--- src/rtl/instr_seq_pkg.sv ---
// rtl/instr_seq_pkg.sv - shared types and constants for the instruction sequencer
package instr_seq_pkg;

    typedef enum logic [2:0] {
        ST_IDLE,
        ST_FETCH,
        ST_DECODE,
        ST_EXEC,
        ST_WB,
        ST_ERR
    } state_t;

    localparam logic [31:0] HALT_INSTR      = 32'hFFFF_FFFF;
    localparam logic [3:0]  IMM_ALU_OP      = 4'b0000;
    localparam int          TIMEOUT_DEFAULT = 15;

endpackage

--- src/rtl/instr_decode.sv ---
// rtl/instr_decode.sv - combinational decode of an instruction word into ALU controls
module instr_decode
    import instr_seq_pkg::*;
(
    input  logic [31:0] ir,
    output logic [3:0]  alu_op,
    output logic        alu_src,
    output logic        imm_sel
);

    logic unused_bits;
    assign unused_bits = ^{ir[30:6], ir[4:3]};

    always_comb begin
        imm_sel = ir[31];
        if (ir[31]) begin
            alu_op  = IMM_ALU_OP;
            alu_src = 1'b1;
        end else begin
            alu_op  = {ir[5], ir[2:0]};
            alu_src = ~ir[5];
        end
    end

endmodule

--- src/rtl/instr_sequencer.sv ---
// rtl/instr_sequencer.sv - fetch/decode/exec/writeback sequencer with fetch timeout
module instr_sequencer
    import instr_seq_pkg::*;
#(
    parameter int ADDR_W  = 8,
    parameter int DATA_W  = 32,
    parameter int TIMEOUT = TIMEOUT_DEFAULT
) (
    input  logic              clk,
    input  logic              rst,
    input  logic              start,
    output logic              imem_req,
    output logic [ADDR_W-1:0] imem_addr,
    input  logic              imem_ack,
    input  logic [DATA_W-1:0] imem_rdata,
    output logic              alu_src,
    output logic [3:0]        alu_op,
    output logic              imm_sel,
    output logic              rf_we,
    output logic [ADDR_W-1:0] pc,
    output logic              busy,
    output logic              err
);

    localparam int CNT_W = $clog2(TIMEOUT + 1);
    // Last wait count at which an ack is still accepted; no ack here means timeout.
    localparam logic [CNT_W-1:0] CNT_LAST = CNT_W'(TIMEOUT - 1);

    state_t            state_q, state_d;
    logic [ADDR_W-1:0] pc_q, pc_d;
    logic [DATA_W-1:0] ir_q, ir_d;
    logic [CNT_W-1:0]  wait_cnt_q, wait_cnt_d;
    logic [3:0]        alu_op_q, alu_op_d;
    logic              alu_src_q, alu_src_d;
    logic              imm_sel_q, imm_sel_d;

    logic [3:0]        dec_alu_op;
    logic              dec_alu_src;
    logic              dec_imm_sel;

    instr_decode u_decode (
        .ir      (ir_q[31:0]),
        .alu_op  (dec_alu_op),
        .alu_src (dec_alu_src),
        .imm_sel (dec_imm_sel)
    );

    always_ff @(posedge clk or posedge rst) begin
        if (rst) begin
            state_q    <= ST_IDLE;
            pc_q       <= '0;
            ir_q       <= '0;
            wait_cnt_q <= '0;
            alu_op_q   <= '0;
            alu_src_q  <= 1'b0;
            imm_sel_q  <= 1'b0;
        end else begin
            state_q    <= state_d;
            pc_q       <= pc_d;
            ir_q       <= ir_d;
            wait_cnt_q <= wait_cnt_d;
            alu_op_q   <= alu_op_d;
            alu_src_q  <= alu_src_d;
            imm_sel_q  <= imm_sel_d;
        end
    end

    always_comb begin
        state_d    = state_q;
        pc_d       = pc_q;
        ir_d       = ir_q;
        wait_cnt_d = '0;
        alu_op_d   = alu_op_q;
        alu_src_d  = alu_src_q;
        imm_sel_d  = imm_sel_q;
        case (state_q)
            ST_IDLE, ST_ERR: begin
                if (start) begin
                    pc_d    = '0;
                    state_d = ST_FETCH;
                end
            end
            ST_FETCH: begin
                if (imem_ack) begin
                    ir_d    = imem_rdata;
                    state_d = ST_DECODE;
                end else if (wait_cnt_q == CNT_LAST) begin
                    state_d = ST_ERR;
                end else begin
                    wait_cnt_d = wait_cnt_q + 1'b1;
                end
            end
            ST_DECODE: begin
                if (ir_q[31:0] == HALT_INSTR) begin
                    state_d = ST_IDLE;
                end else begin
                    alu_op_d  = dec_alu_op;
                    alu_src_d = dec_alu_src;
                    imm_sel_d = dec_imm_sel;
                    state_d   = ST_EXEC;
                end
            end
            ST_EXEC: state_d = ST_WB;
            ST_WB: begin
                pc_d    = pc_q + 1'b1;
                state_d = ST_FETCH;
            end
            default: state_d = ST_IDLE;
        endcase
    end

    // Strobes decode straight from the state register so reset drops them at once.
    always_comb begin
        imem_req  = (state_q == ST_FETCH);
        rf_we     = (state_q == ST_WB);
        busy      = (state_q == ST_FETCH) || (state_q == ST_DECODE) ||
                    (state_q == ST_EXEC)  || (state_q == ST_WB);
        err       = (state_q == ST_ERR);
        imem_addr = pc_q;
        pc        = pc_q;
        alu_op    = alu_op_q;
        alu_src   = alu_src_q;
        imm_sel   = imm_sel_q;
    end

endmodule

--- config.mk ---
export PLATFORM = sky130hd
export DESIGN_NAME = instr_sequencer
export DESIGN_NICKNAME = d
export VERILOG_FILES = /design/src/rtl/instr_seq_pkg.sv /design/src/rtl/instr_decode.sv /design/src/rtl/instr_sequencer.sv
export SDC_FILE = /design/constraint.sdc
export NUM_CORES = 1
export LEC_CHECK = 0
export ABC_AREA = 1
export CAP_MARGIN = 20
export CORE_ASPECT_RATIO = 0.9
export CORE_MARGIN = 5
export CORE_UTILIZATION = 53
export DETAILED_ROUTE_END_ITERATION = 16
export PLACE_DENSITY = 0.95
export SYNTH_ARGS = -nofsm -noshare
export SYNTH_HDL_FRONTEND = slang
export SYNTH_SLANG_ARGS = --single-unit
--- constraint.sdc ---
create_clock -name clk -period 5.1 [get_ports clk]
set_input_delay 1.53 -clock clk [delete_from_list [all_inputs] [get_ports clk]]
set_output_delay 1.53 -clock clk [all_outputs]
set_load 0.05 [all_outputs]
## Word-level counts from Yosys, hierarchy flattened

Index checks and enable logic that the tools add are counted.
Widths: inputs -> output; s select.

- Register bits: 53
- Output and inout port bits: 26
- Input port bits: 36

- Add/sub/neg operators: 2
- Muxes and demuxes: 12
- Bitwise operators: 2
- Equality and inequality tests: 9
- Reductions and logical operators: 10

Operator list:

| kind | count |
|---|---|
| $eq 32x32->1 const B | 1 |
| $mux 4 | 4 |
| $pmux 8 s2 | 1 |
| $pmux 3 s5 | 1 |
| $mux 3 | 3 |
| $add 8x1->8 const B | 1 |
| $mux 8 | 1 |
| $reduce_and 2->1 | 4 |
| $eq 3x2->1 const B | 2 |
| $eq 3x3->1 const B | 2 |
| $add 4x1->4 const B | 1 |
| $eq 4x4->1 const B | 1 |
| $eq 3x1->1 const B | 1 |
| $logic_not 3->1 | 1 |
| $logic_or 1x1->1 | 3 |
| $ne 3x1->1 const B | 1 |
| $mux 2 | 1 |
| $ne 2x2->1 const B | 1 |
| $not 1->1 | 2 |
| $reduce_bool 2->1 | 1 |
| $reduce_or 2->1 | 1 |
| $mux 1 | 1 |

## Depth between registers and ports, before layout

- Word-level depth: 4
- Depth in mapped cells: 9
- Depth with buffers taken out: 9

## By module

From an unflattened synthesis, not the netlist that was laid out.

- Cells, all modules: 236
- Area, all modules: 2542.4 µm²

Modules (own cells, without submodules):

| module | area each (µm²) | sequential area each (µm²) | cells each | times used |
|---|---|---|---|---|
| instr_sequencer | 2497.4 | 1326.3 | 225 | 1 |
| instr_decode | 45.0 | 0.0 | 11 | 1 |

## Least setup slack after synthesis

No wires, ideal clock.

- Kind: flip-flop to output port
- From: register state_q[1]
- To: output err
- Cell stages (with the launch flop): 2
- Data required time: 3.570 ns
- Path buffers: 0
- Arrival: 1.529 ns
- Path slack: 2.041 ns
- Cell sequence: dfrtp_1 > nor3_1

- Longest elaborated chain between the ends: 1

RTL lines:

| item | line | RTL |
|---|---|---|
| start, declared | instr_sequencer.sv:29 | `state_t state_q, state_d;` |
| start signal, assigned | instr_sequencer.sv:58 | `state_q <= state_d;` |
| $eq 3x3->1 | instr_sequencer.sv:118 | `err = (state_q == ST_ERR);` |
| end, declared | instr_sequencer.sv:22 | `output logic err` |

No other way between the ends.

## Final worst setup path

- From: register state_q[1]
- To: output rf_we

- Longest elaborated chain between the ends: 1

RTL lines:

| item | line | RTL |
|---|---|---|
| $eq 3x3->1 | instr_sequencer.sv:115 | `rf_we = (state_q == ST_WB);` |
| end, declared | instr_sequencer.sv:19 | `output logic rf_we,` |

No other way between the ends.

==> results.toml <==
[pwr]
p_seq_frac = 0.411
irDropWorstVdd_mv = 0.284
p_leak_nw = 1.46
internal_power_mw = 1.06
swShare = 0.390
switchingPower_uw = 678
clkPwrFrac = 0.131
powerDensity_nw_per_um2 = 550
p_comb_frac = 0.459
p_total_mw = 1.74

[finish]
drive_gt1_frac = 0.150
n_fill_cell = 341
area_growth_pct = 27.6
multi_input_area_sq_um = 987
regArea_sq_um = 1330
final_util = 0.704
antenna_cells = 0
layout.nets = 325

[setup_path]
cp.arrival_ps = 2010
r2r-start = "state_q[2]"
r2r_cells = 5
critPathLaunchType = "register"
r2r_setup_slack_ps = 3470
crit_fanout = 8
cp-end-kind = "output port"
r2r-end = "ir_q[18]"
criticalPathCategory = "reg -> out"
required_ps = 3570

[worst_hold_path]
hold_class = "reg -> reg"
worstHoldEndpoint = "alu_op[2]"
min-delay-start = "alu_op[2]"
hold_path_depth = 2

[sta]
maxSlewViolCount = 0
finalSetupViolCount = 0
slew_headroom = 0.608
rsz0062_at_grt = "no"
skew_ps = 10.8
max_freq_mhz = 282
post-route-min-period_ps = 3540
fin_setup_tns_ps = 0
finalHoldViolCount = 0
timing.final.crit_share = 0.695
tightest_slew_ps = 588

[grt]
busiest_layer = "met2"
grt_usage = 0.168
use_met1 = 0.203
gr-total-overflow = 0
antenna_found_initial = 0
grtUsageMet2 = 0.300
grt_pass1_vias = 1744
grt_max_degree = 36
grt_pass1_wl_um = 7860
met3_usage = 0.0371

[routing]
drc = 0
wl_per_cell_um = 13.7
vias = 1748
routed_via_density = 5.01
antenna_left = 0
wl_um = 4780
drt-pass1-iter-count = 4
drt-initial-drc-count = 86

[synthesis]
synth.largest_area_cell = "dfrtp_1"
ys_top_cells_by_area = "dfrtp_1 54%, mux2_4 15%, nand2_1 7.4%, nor2_1 3.3%, nand3_1 2.4%"
synthCells = 229
syn-mean-instance-area_sq_um = 10.8
synth_fp_nets = 268
synth_common_cells = "53 x dfrtp_1, 49 x nand2_1, 25 x mux2_4"
synth-main-ff-cell = "dfrtp_1"
ys_ff_latch = 53
synth_warnings = 0
synth_seq_area_share = 0.536
synthArstFlopShare = 1.00
yosysMostFrequentCell = "dfrtp_1"
synth_top_area_share = 0.536
synth_area_sq_um = 2480
synth.distinct_cells = 27
synth-edff-count = 0

[clock_tree]
htreeDepth = 2
cts_root_buf = "clkbuf_8"
post_cts_buffers = 0
cts_buffers = 5
cts_tree = "built"
cts_buffer_depth = 2
clk-insertion-delay-late_ps = 300
clock-sinks = 53
cts_hold_buf = 0
cts_resized = 0
clkTransAtPathRegs_ps = 90

[place]
hpwl_um = 3670
io_buffers = 61
gp_congestion = 0.806

[die]
die_h_um = 74.8
core-area_sq_um = 4490
dieArea_sq_um = 6140
start_util = 0.552
num_rows = 23
pin_count = 62
fp.dieW_um = 82.1

[outcome]
status = "completed"

[run]
drv_cap = 0
cell families (layout without fill, tap and decap cells):
group           after synthesis  count (layout)  synth area share
mux                          30              30             0.174
flops                        53              53             0.536
simple gates                 90              90             0.152
fa+ha+maj                     3               3            0.0152
buf+inv                      29              87            0.0657
xor+xnor                      3               3            0.0106
compound gates               21              21            0.0465
layout by cell type (no fill, tap or decap), types with 2 or more instances in the layout:
cell	Yosys	routed
clkdlybuf4s50_1	0	61
dfrtp_1	53	53
nand2_1	49	49
mux2_4	25	25
nor2_1	22	22
inv_1	15	14
nand3_1	12	12
o21ai_0	8	8
o21ai_1	5	5
mux2_2	5	5
clkbuf_8	0	5
a21oi_1	4	4
nor3_1	3	3
ha_1	3	3
inv_2	1	2
xnor2_1	2	2
clkinvlp_4	0	2
power by group through the flow:
stage                     logic, mW  clock network, mW  registers, mW
after floorplan               0.543                  0          0.778
after CTS                     0.807              0.233          0.715
after global placement        0.777                  0          0.706
after detailed placement      0.802                  0          0.721
final                         0.798              0.227          0.714
after global routing          0.860              0.250          0.740
layer usage:
metal	up-vias	part of all wire
met5	-	0
met4	0	0.0079
met3	6	0.062
met2	56	0.51
met1	836	0.42
li1	850	-
metrics by stage:
step	hold slack (ps)	std cells	area (sq um)	setup WS, ps
2_1_floorplan	454	229	2480	2040
3_3_place_gp	471	341	3070	1940
3_5_place_dp	477	341	3070	1910
4_1_cts	497	349	3160	1560
5_1_grt	528	349	3160	1470
6_report	487	349	3160	1560
final cells by class:
type                            count  area share
Tap cell                           62      0.0245
Inverter                           17      0.0202
Sequential cell                    53       0.420
Multi-Input combinational cell    147       0.312
Clock inverter                      2     0.00475
Clock buffer                        6      0.0230
Timing Repair Buffer               62       0.196
critical path, cell delays in order (launching register included):
cell and delay, ps:
dfrtp_1 460, inv_1 140, nand3_1 120, clkinv_1 170, clkdlybuf4s50_1 840
worst max path at each step:
stage / cells past startpoint / startpoint / to
2_1_floorplan: 1 / state_q[1] / err
3_3_place_gp: 4 / state_q[1] / rf_we
3_5_place_dp: 4 / state_q[1] / rf_we
4_1_cts: 4 / state_q[1] / rf_we
5_1_grt: 4 / state_q[1] / rf_we
6_report: 4 / state_q[1] / rf_we
sequential cells by signal, summed over array words and instances (netlist names):
register and flops:
alu_op 4, alu_src 1, imem_addr 8, imm_sel 1
ir_q 32, state_q 3, wait_cnt_q 4
No activity file was read; power rests on OpenSTA's default activity.
==> variant 1 (same settings) <==
The parameter `ADDR_W` goes from 8 to 9.
--- a/src/rtl/instr_sequencer.sv
+++ b/src/rtl/instr_sequencer.sv
@@ -2,7 +2,7 @@
 module instr_sequencer
     import instr_seq_pkg::*;
 #(
-    parameter int ADDR_W  = 8,
+    parameter int ADDR_W  = 9,
     parameter int DATA_W  = 32,
     parameter int TIMEOUT = TIMEOUT_DEFAULT
 ) (
Ports: changed (resized imem_addr and pc); port bits go from 62 to 64. No check against the original RTL was run, so the function may have changed too.
==> variant 1 against the original RTL <==
- register-to-register slack worse by 20 ps
- first-iteration DRC count is 48% higher
- power is 2.3% higher
- combinational power is 2% lower
- synthesized area is 2.7% higher
- sequential cell count is 1 higher
- worst setup slack worse by 19 ps
- count of clock-buffer cells in the layout stayed put
- non-clock buffer count is 2 higher
- utilization is 1.1 points lower
- routed wire length is 3.5% higher
- cell area is 4.0% higher
- critical endpoint unchanged
- largest power group unchanged
==> variant 1: results <==
set metrics [dict create \
    status "finished clean" \
    worstReg2RegEnd "ir_q[24]$_DFFE_PP0P_" \
    ys_types 23 \
    multi_input_gates 157 \
    buf_share_pct 20.0 \
    critPathMaxFanout 10 \
    syn_nets 282 \
    switchingPower_uw 669 \
    nFlopsAndLatches 54 \
    ys_seq_area_share_pct 53.1 \
    grt_pass1_vias 1737 \
    rrSetupSlack_ps 3450 \
    vdd_drop_max_mv 0.361 \
    area_growth_pct 29.2 \
    placed_cell_area_um2 3150 \
    drt_iter0_markers 127 \
    nFillCells 377 \
    place_ws_ps 1890 \
    yosys-top-cells-area "dfrtp_1 53%, mux2_4 15%, nand2_1 8.3%" \
    tap_cells 65 \
    clk_share_pct 3.35 \
    avgSynthCellArea_um2 10.5 \
    drt-total-wl_um 4950 \
    port_buffers 63 \
    nNonClkBuffers 64 \
    cellLeakagePower_nw 1.52 \
    grt_pass1_wl_um 8180 \
    hold_ws_ps 485 \
    ys_top_cells_by_count "56 x nand2_1, 54 x dfrtp_1, 25 x mux2_4, 25 x nor2_1, 17 x inv_1" \
    drive_gt1_share_pct 14.6 \
    final_nets 340 \
    grt_usage_pct 16.4 \
    clock_skew_ps 7.79 \
    multi_input_area_share_pct 30.9 \
    gp_congestion 0.759 \
    num_vias 1822 \
]
[variant 1: cell count changes after synthesis, sizes merged, moves of 2 or more]
cell and change:
nand2 +7, inv +3, nand3 +3, nor2 +3
o21ai +2
[variant 1: cell families after synthesis]
kind of cell / share of synthesized area (%)
DFF: 53.1
buffers and inverters: 6.98
and+or+nand+nor: 16.4
adders and majority gates: 1.48
muxes: 17.0
AOI/OAI and AO/OA: 4.33
xor gates and xnor gates: 0.689
[variant 1: power groups by stage]
stage | Combinational, mW | Sequential, mW | Clock [mW]
after floorplan | 0.532 | 0.775 | 0
after global placement | 0.754 | 0.710 | 0
after detailed placement | 0.783 | 0.723 | 0
after CTS | 0.787 | 0.716 | 0.287
after global routing | 0.844 | 0.741 | 0.305
final | 0.781 | 0.717 | 0.280
[variant 1: how the worst max path moves through the flow]
stage	slack (ps)	startpoint	cells after the start	endpoint
3_5_place_dp	1890	state_q[1]$_DFFE_PP0P_	4	rf_we
3_3_place_gp	1940	state_q[1]$_DFFE_PP0P_	4	rf_we
6_report	1540	state_q[1]$_DFFE_PP0P_	4	rf_we
4_1_cts	1550	state_q[1]$_DFFE_PP0P_	4	rf_we
5_1_grt	1450	state_q[1]$_DFFE_PP0P_	4	rf_we
2_1_floorplan	2040	state_q[1]$_DFFE_PP0P_	1	err
[variant 1: per-layer routing]
metal | vias to the layer above | global-route usage, % | share of wire [%]
li1 | 897 | - | -
met1 | 847 | 20.3 | 43
met2 | 74 | 27.9 | 49
met3 | 4 | 5.51 | 7.2
met4 | 0 | 4.54 | 0.48
met5 | - | 0 | 0
[variant 1: worst register-to-register path, stage by stage (launching register included)]
cell	delay (ps)
dfrtp_1	440
inv_2	70
nand2_2	120
nor2_4	60
nand2_4	430
mux2_2	430
==> variant 2 (config.mk and constraints unchanged) <==
Without the edit above. Reset style: synchronous (`rst`), changed in one clocked block.
--- a/src/rtl/instr_sequencer.sv
+++ b/src/rtl/instr_sequencer.sv
@@ -45,7 +45,7 @@
         .imm_sel (dec_imm_sel)
     );
 
-    always_ff @(posedge clk or posedge rst) begin
+    always_ff @(posedge clk) begin
         if (rst) begin
             state_q    <= ST_IDLE;
             pc_q       <= '0;
Behaviour: differs if rst is asserted again (counterexample within 4 cycles, from zero or initial values and one cycle with rst high); with rst held inactive, the same outputs for 10 cycles.
==> variant 2 against the original RTL <==
- sequential cell count is the same
- routed wire length grew 4.5%
- cell count grew 22%
- synthesized area shrank 5.8%
- highest routed layer unchanged
- hold slack lost 14 ps
- worst setup slack lost 92 ps
- register-to-register slack lost 20 ps
- maximum frequency shrank 2.5%
- sequential share of layout area shrank 6.4 points
- cell area shrank 5.5%
- global-route usage grew 1.0 points
Power is not compared: it rests on default switching activity, and its combinational part moved more than twofold at a synthesized area within 25%.
==> variant 2: results <==
set metrics [dict create \
    yosys.area_share.adder_pct 1.61 \
    clock_skew_ps 4.02 \
    grt_pass1_wl_um 8380 \
    hpwl_um 3650 \
    ys_seq_area_share_pct 45.5 \
    yosys-top-cells-area "dfxtp_1 45%, nor2_1 14%, nand2_1 9.8%" \
    ys_types 30 \
    status "finished clean" \
    synth_xor_area_share_pct 0.751 \
    use_met2_pct 32.1 \
    grt_max_degree 42 \
    met3_usage_pct 4.07 \
    dp.cells 418 \
    gp_congestion 0.855 \
    avgRoutedWirePerCell_um 11.7 \
    syn_nets 355 \
    viasPerCell 4.89 \
    ys_top_cells_by_count "85 x nor2_1, 61 x nand2_1, 53 x dfxtp_1" \
    max_slew.worst_pin.slew_ps 980 \
    drt_iter0_markers 111 \
    drive_gt1_share_pct 6.01 \
    synthArstFlopShare_pct 0 \
    nFillCells 328 \
    met1_usage_pct 20.0 \
    synth_compound_area_share_pct 12.9 \
    slowest_delay_ps 800 \
    grt_usage_pct 17.8 \
    synthFlopType "dfxtp_1" \
    synth_cells 316 \
    synth_mux_area_share_pct 0 \
]
## variant 2: changes by cell type in the layout (fill, tap and decap cells not counted), moves of 5 or more
cell / before / now
dfrtp_1: 53 / 0
mux2_2: 5 / 0
nor2_1: 22 / 85
nand2_1: 49 / 61
a21oi_1: 4 / 14
nand3_1: 12 / 6
o21ai_0: 8 / 34
dfxtp_1: 0 / 53
mux2_4: 25 / 0
## variant 2: path summary, 6_finish.rpt
| check | from | end | slack (ps) | depth (start not counted) |
|---|---|---|---|---|
| worst max-delay path | state_q[2]$_SDFFE_PP0P_ | busy | 1460 | 5 |
| worst min-delay path | wait_cnt_q[0]$_SDFF_PP0_ | wait_cnt_q[0]$_SDFF_PP0_ | 470 | 1 |
| worst max register to register | state_q[0]$_SDFFE_PP0P_ | ir_q[31]$_SDFFE_PP0P_ | 3450 | 7 |
| worst min register to register | wait_cnt_q[0]$_SDFF_PP0_ | wait_cnt_q[0]$_SDFF_PP0_ | 470 | 1 |
## variant 2: power breakdown
group	total (mW)	internal (mW)	switching, mW	leakage (nW)
Sequential	0.528	0.483	0.0456	0.431
Clock	0.290	0.160	0.130	0.0585
Combinational	0.347	0.120	0.226	0.669
## variant 2: layout make-up
cell class / count / area share [%]
inverters: 18 / 2.43
clock buffers: 7 / 2.89
flip-flops and latches: 53 / 35.5
clock inverters: 1 / 1.01
well taps: 60 / 2.51
multi-input cells: 226 / 35.2
repair buffers: 61 / 20.5
## variant 2: layer usage
metal,wire length [um],vias up
li1,-,1092
met2,2370,81
met4,116,0
met3,434,12
met5,0,-
met1,2070,900
## variant 2: cell families (layout without fill, tap and decap cells)
group,count (synthesis),after routing
buffers and inverters,37,87
AOI/OAI and AO/OA,57,57
adders and majority gates,3,3
and+or+nand+nor,164,164
xor gates and xnor gates,2,2
DFF,53,53
## variant 2: worst max-delay path, delay by kind of cell (launching register included)
family,cells,cell delay (ps)
flip-flops,1,410
buffers and inverters,3,1020
AND/OR/NAND/NOR,2,370
## variant 2: stage by stage
step	cell area [um2]	worst slack, ps	power (mW)
floorplan	2330	1970	0.799
global placement	2870	1770	0.870
detailed placement	2870	1700	0.883
CTS	2990	1470	1.17
global route	2990	1360	1.23
finish	2990	1460	1.16
